===== src/rtl/i2s_dac_tx_pkg.sv =====
// Shared audio definitions for the I2S playback path.
// Channel encoding on DACLRCK, serialiser states, default word width.
package i2s_dac_tx_pkg;

   localparam logic I2S_LEFT = 1'b0;
   localparam logic I2S_RIGHT = 1'b1;
   localparam int I2S_DEF_WIDTH = 16;

   typedef enum logic [1:0] {
      WAIT_LEFT,
      SHIFT,
      PAD
   } tx_state_t;

endpackage


===== src/rtl/i2s_stage_buf.sv =====
// One-deep staging buffer feeding the active L/R pair of the DAC serialiser.
// word_l/word_r expose the pair as it will be after this edge.
module i2s_stage_buf
   import i2s_dac_tx_pkg::*;
#(
   parameter int DATA_WIDTH = I2S_DEF_WIDTH,
   parameter bit MUTE_ON_UNDERRUN = 1'b1
) (
   input  logic                  clk,
   input  logic                  rst_n,
   input  logic                  left_start,
   input  logic [DATA_WIDTH-1:0] left_in,
   input  logic [DATA_WIDTH-1:0] right_in,
   input  logic                  in_valid,
   input  logic                  clear_flags,
   output logic [DATA_WIDTH-1:0] word_l,
   output logic [DATA_WIDTH-1:0] word_r,
   output logic                  underrun,
   output logic                  overrun
);

   logic [DATA_WIDTH-1:0] stg_l;
   logic [DATA_WIDTH-1:0] stg_r;
   logic [DATA_WIDTH-1:0] act_l;
   logic [DATA_WIDTH-1:0] act_r;
   logic [DATA_WIDTH-1:0] nxt_l;
   logic [DATA_WIDTH-1:0] nxt_r;
   logic                  stage_full;
   logic                  nxt_full;
   logic                  set_ur;
   logic                  set_ov;

   // A left start consumes the stage; an empty stage lets in_valid bypass.
   always_comb begin
      nxt_l = act_l;
      nxt_r = act_r;
      nxt_full = stage_full;
      set_ur = 1'b0;
      set_ov = 1'b0;
      if (left_start) begin
         if (stage_full) begin
            nxt_l = stg_l;
            nxt_r = stg_r;
            nxt_full = in_valid;
         end else if (in_valid) begin
            nxt_l = left_in;
            nxt_r = right_in;
         end else begin
            set_ur = 1'b1;
            if (MUTE_ON_UNDERRUN) begin
               nxt_l = '0;
               nxt_r = '0;
            end
         end
      end else if (in_valid) begin
         nxt_full = 1'b1;
         set_ov = stage_full;
      end
   end

   always_ff @(negedge clk or negedge rst_n) begin
      if (!rst_n) begin
         stg_l <= '0;
         stg_r <= '0;
         act_l <= '0;
         act_r <= '0;
         stage_full <= 1'b0;
         underrun <= 1'b0;
         overrun <= 1'b0;
      end else begin
         if (in_valid) begin
            stg_l <= left_in;
            stg_r <= right_in;
         end
         act_l <= nxt_l;
         act_r <= nxt_r;
         stage_full <= nxt_full;
         underrun <= set_ur | (underrun & ~clear_flags);
         overrun <= set_ov | (overrun & ~clear_flags);
      end
   end

   assign word_l = nxt_l;
   assign word_r = nxt_r;

endmodule


===== src/rtl/i2s_dac_tx.sv =====
// I2S DAC transmitter: shifts stereo PCM onto DACDAT, MSB first.
// Codec is bus master; all state moves on the BCLK falling edge.
module i2s_dac_tx
   import i2s_dac_tx_pkg::*;
#(
   parameter int DATA_WIDTH = I2S_DEF_WIDTH,
   parameter bit MUTE_ON_UNDERRUN = 1'b1
) (
   input  logic                  BCLK,
   input  logic                  RESET,
   input  logic                  LRCLK,
   input  logic [DATA_WIDTH-1:0] left_in,
   input  logic [DATA_WIDTH-1:0] right_in,
   input  logic                  in_valid,
   input  logic                  clear_flags,
   output logic                  DACDAT,
   output logic                  frame_start,
   output logic                  underrun,
   output logic                  overrun
);

   localparam int CW = $clog2(DATA_WIDTH + 1);

   tx_state_t             state;
   logic                  lr_q;
   logic                  trans;
   logic                  left_start;
   logic [DATA_WIDTH-1:0] word;
   logic [DATA_WIDTH-1:0] word_l;
   logic [DATA_WIDTH-1:0] word_r;
   logic [DATA_WIDTH-1:0] shreg;
   logic [CW-1:0]         bitcnt;

   // lr_q lags LRCLK by one edge, which supplies the I2S one-bit delay.
   assign trans = (LRCLK != lr_q);
   assign left_start = trans && (LRCLK == I2S_LEFT);
   assign word = (LRCLK == I2S_LEFT) ? word_l : word_r;

   i2s_stage_buf #(
      .DATA_WIDTH(DATA_WIDTH),
      .MUTE_ON_UNDERRUN(MUTE_ON_UNDERRUN)
   ) u_stage (
      .clk(BCLK),
      .rst_n(RESET),
      .left_start(left_start),
      .left_in(left_in),
      .right_in(right_in),
      .in_valid(in_valid),
      .clear_flags(clear_flags),
      .word_l(word_l),
      .word_r(word_r),
      .underrun(underrun),
      .overrun(overrun)
   );

   always_ff @(negedge BCLK or negedge RESET) begin
      if (!RESET) begin
         state <= WAIT_LEFT;
         lr_q <= 1'b1;
         DACDAT <= 1'b0;
         frame_start <= 1'b0;
         shreg <= '0;
         bitcnt <= '0;
      end else begin
         lr_q <= LRCLK;
         frame_start <= left_start;
         if (left_start || (trans && state != WAIT_LEFT)) begin
            state <= SHIFT;
            DACDAT <= word[DATA_WIDTH-1];
            shreg <= word << 1;
            bitcnt <= CW'(DATA_WIDTH - 1);
         end else begin
            unique case (state)
               WAIT_LEFT: DACDAT <= 1'b0;
               SHIFT: begin
                  if (bitcnt == '0) begin
                     state <= PAD;
                     DACDAT <= 1'b0;
                  end else begin
                     DACDAT <= shreg[DATA_WIDTH-1];
                     shreg <= shreg << 1;
                     bitcnt <= bitcnt - 1'b1;
                  end
               end
               PAD: DACDAT <= 1'b0;
               default: begin
                  state <= WAIT_LEFT;
                  DACDAT <= 1'b0;
               end
            endcase
         end
      end
   end

endmodule


===== config.mk =====
export PLATFORM = sky130hd
export DESIGN_NAME = i2s_dac_tx
export DESIGN_NICKNAME = d
export VERILOG_FILES = /design/src/rtl/i2s_dac_tx_pkg.sv /design/src/rtl/i2s_stage_buf.sv /design/src/rtl/i2s_dac_tx.sv
export SDC_FILE = /design/constraint.sdc
export NUM_CORES = 1
export LEC_CHECK = 0
export ABC_AREA = 1
export BUFFER_PORTS_ARGS = -buffer_cell sky130_fd_sc_hd__clkbuf_2
export CAP_MARGIN = 15
export CORE_UTILIZATION = 35
export CTS_BUF_LIST = sky130_fd_sc_hd__clkbuf_16
export DETAILED_ROUTE_END_ITERATION = 10
export SLEW_MARGIN = 10
export SYNTH_ARGS = -nofsm -noshare
export SYNTH_HDL_FRONTEND = slang
export SYNTH_SLANG_ARGS = --single-unit

===== constraint.sdc =====
create_clock -name BCLK -period 3.6 [get_ports BCLK]
set_clock_uncertainty 0.05 [all_clocks]
set_input_delay 0.18 -clock BCLK [delete_from_list [all_inputs] [get_ports BCLK]]
set_output_delay 0.18 -clock BCLK [all_outputs]
set_load 0.01 [all_outputs]

==> out/summary.txt <==
mapped cell area = 0.004159 mm2
pin count of the biggest net entering global routing = 53
Crit Path Max Fanout = 24
worst min-delay path class = flop to flop
Critical Path RT = 1.94 ns
CTS Hold Bufs = 0
H-tree depth = 3
RSZ-0062 raised after global routing = no
Yosys cell types = 24
PD cells = 552.2 mW/mm2
Root Buffer = clkbuf_16
first-pass GRT wire length = 16.57 mm
post-detailed-route wirelength per cell = 13.27 um
Slew headroom = 50.57%
Syn Area/Cell = 8.155 um2
critical path launch point type = input pin
Int Pwr = 2006 uW
Core Area = 0.01152 mm2
CP Capture Type = flop
nets = 585
synthesized instance count = 510
port bufs = 40
DRC viols = 9
DIE AREA = 0.01232 mm2
pins over their slew limit = 0
Syn Nets = 549
routed via count = 3379
sequential area share after synthesis = 55.39%
total negative slack = 0 ns
Post-Route Utilization = 42.26%
clk buf depth = 2
TritonCTS clock tree = yes
Max Cap Viol = 0
diode count = 0
share of layout cells above drive strength 1 = 13.64%
VDD IR max = 286.6 uV
row cnt = 39
gr ovfl total = 0
Final Hold Fails = 0
Yosys warning count = 0
Worst EP arrival = 1.47 ns
failing checks = DRC
sw frac = 25.37%
Layout Area Growth over Synthesis = 17.03%
DIE WIDTH = 111.0 um
Worst-Margin Slew = 0.7404 ns
Synth top area share = 54.75%
number of gates resized after CTS = 0
critical path class = input pin to flop
footprint of the multi-input gates = 0.001513 mm2
Post-CTS Setup Inserts = 0
Placer Congestion = 0.7844
vias in the first global route = 3514
Iteration-0 DRC Markers = 122
Psw = 682.0 uW
via/cell ratio = 4.876
dpl cells = 678
fillers = 1171
register area = 0.002303 mm2
Post-DP HPWL = 6.268 mm
register share of total power = 46.5%
I/O pin count = 41
status = finished, violations left
clock power share = 39.3%
drt pass-1 iters = 7
initial antenna violation count = 0
clk_lat worst skew = 0.39 ns
routed wire length = 9.194 mm
Worst-path clk slew = 0.05 ns
P_leak = 0.002559 uW
starting density of the core = 36.11%
cell types occupying the most area after synthesis = dfrtn_1, nand2_1, nand3_1
cts bufs inserted = 9
post-route insts no fill = 693
setup violators final = 0
post-synth top area cell = dfrtn_1
post-route ant nets = 0
synthesis-stage register bit count = 92
total clock sinks = 92
Comb power frac = 14.2%
All-Layer GR Usage = 16.89%
DIE HEIGHT = 111.0 um
-- critical path: stages --
cell and delay, ns:
clkbuf_2 0.10, clkinv_2 0.05, ha_1 0.24, inv_2 0.19
buf_12 0.19, a21oi_1 0.05, o21ai_0 0.14, nand3_1 0.12
nand3_1 0.11, nand2_1 0.07
-- logic make-up (layout without fill, tap and decap cells) --
group                    count (synthesis)  in the layout  share of synthesized area [%]
AO/OA/AOI/OAI                           93             93                          11.43
adder cells (fa/ha/maj)                  2              2                         0.6016
buffers and inverters                   79            119                          8.243
flip-flops                              92             92                          55.39
AND/OR/NAND/NOR                        244            244                          24.34
-- power groups by stage --
stage          Combinational (uW)  Sequential (uW)  Clock (uW)
6_report                      381             1250        1060
2_1_floorplan                 267             1250        3.48
3_3_place_gp                  373             1270        3.48
3_5_place_dp                  385             1270        3.48
5_1_grt                       450             1260        1120
4_1_cts                       387             1250        1080
-- cell usage in the layout (no fill, tap or decap), types with 9 or more instances in the layout --
cell type  count
dfrtn_1       91
buf_4         10
nand2_1      150
inv_1         48
o21ai_1        9
clkbuf_2      39
a21oi_1       29
nand3_1       71
nor2_1        20
clkbuf_16      9
o21ai_0       51
-- final cells by class --
cell class / count / share of cell area, %
inverter: 50 / 3.882
clock inverter: 7 / 2.211
tap: 143 / 3.676
timing repair buffer: 53 / 7.198
sequential: 92 / 47.33
clock buffer: 9 / 4.627
multi-input combinational: 339 / 31.08
-- Yosys cell counts --
cell type / n
o21ai_1: 9
clkinv_1: 1
ha_1: 2
clkbuf_1: 7
nand2_1: 150
a21oi_1: 29
nor2_2: 2
buf_4: 4
inv_1: 48
dfstp_2: 1
buf_2: 12
nand2_2: 1
buf_1: 2
a21oi_2: 1
nor2_1: 20
dfrtn_1: 91
nand3_1: 71
o22ai_1: 1
a211oi_1: 1
clkbuf_2: 1
inv_2: 2
a22oi_1: 1
o21ai_0: 51
buf_6: 2
-- through the flow --
step | cell area [um2] | power (uW) | setup slack [ns] | hold slack (ns)
after global placement | 4538 | 1642 | 0.1275 | 0.3675
after detailed placement | 4538 | 1656 | 0.08064 | 0.3724
after global routing | 4867 | 2836 | 0.3276 | 0.3828
after floorplan | 4160 | 1520 | 0.06779 | 0.3544
after CTS | 4867 | 2720 | 0.4436 | 0.3745
final | 4867 | 2688 | 0.4708 | 0.3689
-- path summary, 6_finish.rpt --
path                                                start                       endpoint  slack [ns]  cells after the start
min reg2reg                    u_stage.act_l[4]$_DFF_NN0_     u_stage.act_l[4]$_DFF_NN0_        0.37                      2
min in group asynchronous                           RESET  u_stage.stg_r[10]$_DFFE_NN0P_        1.37                      1
max in group asynchronous                           RESET                 lr_q$_DFF_NN1_        1.43                      2
min                            u_stage.act_l[4]$_DFF_NN0_     u_stage.act_l[4]$_DFF_NN0_        0.37                      2
max reg2reg                u_stage.stage_full$_DFFE_NN0P_               DACDAT$_DFF_NN0_        1.37                      5
max                                                 LRCLK               DACDAT$_DFF_NN0_        0.47                     10
-- state kept, by name (all words and copies together), names as in the netlist, 2 cells and up --
signal / cells
shreg: 15
u_stage.act_r: 16
u_stage.act_l: 16
bitcnt: 5
u_stage.stg_l: 16
u_stage.stg_r: 16
state: 2
-- layer usage --
layer | vias to the layer above | routed length, um | GRT usage [%]
met5 | - | 0 | 0
met4 | 0 | 200 | 6.667
met3 | 16 | 317 | 3.882
met2 | 55 | 4230 | 27.42
met1 | 1600 | 4445 | 21.91
li1 | 1708 | - | -
Note: power is estimated with default switching activity, not from simulation.
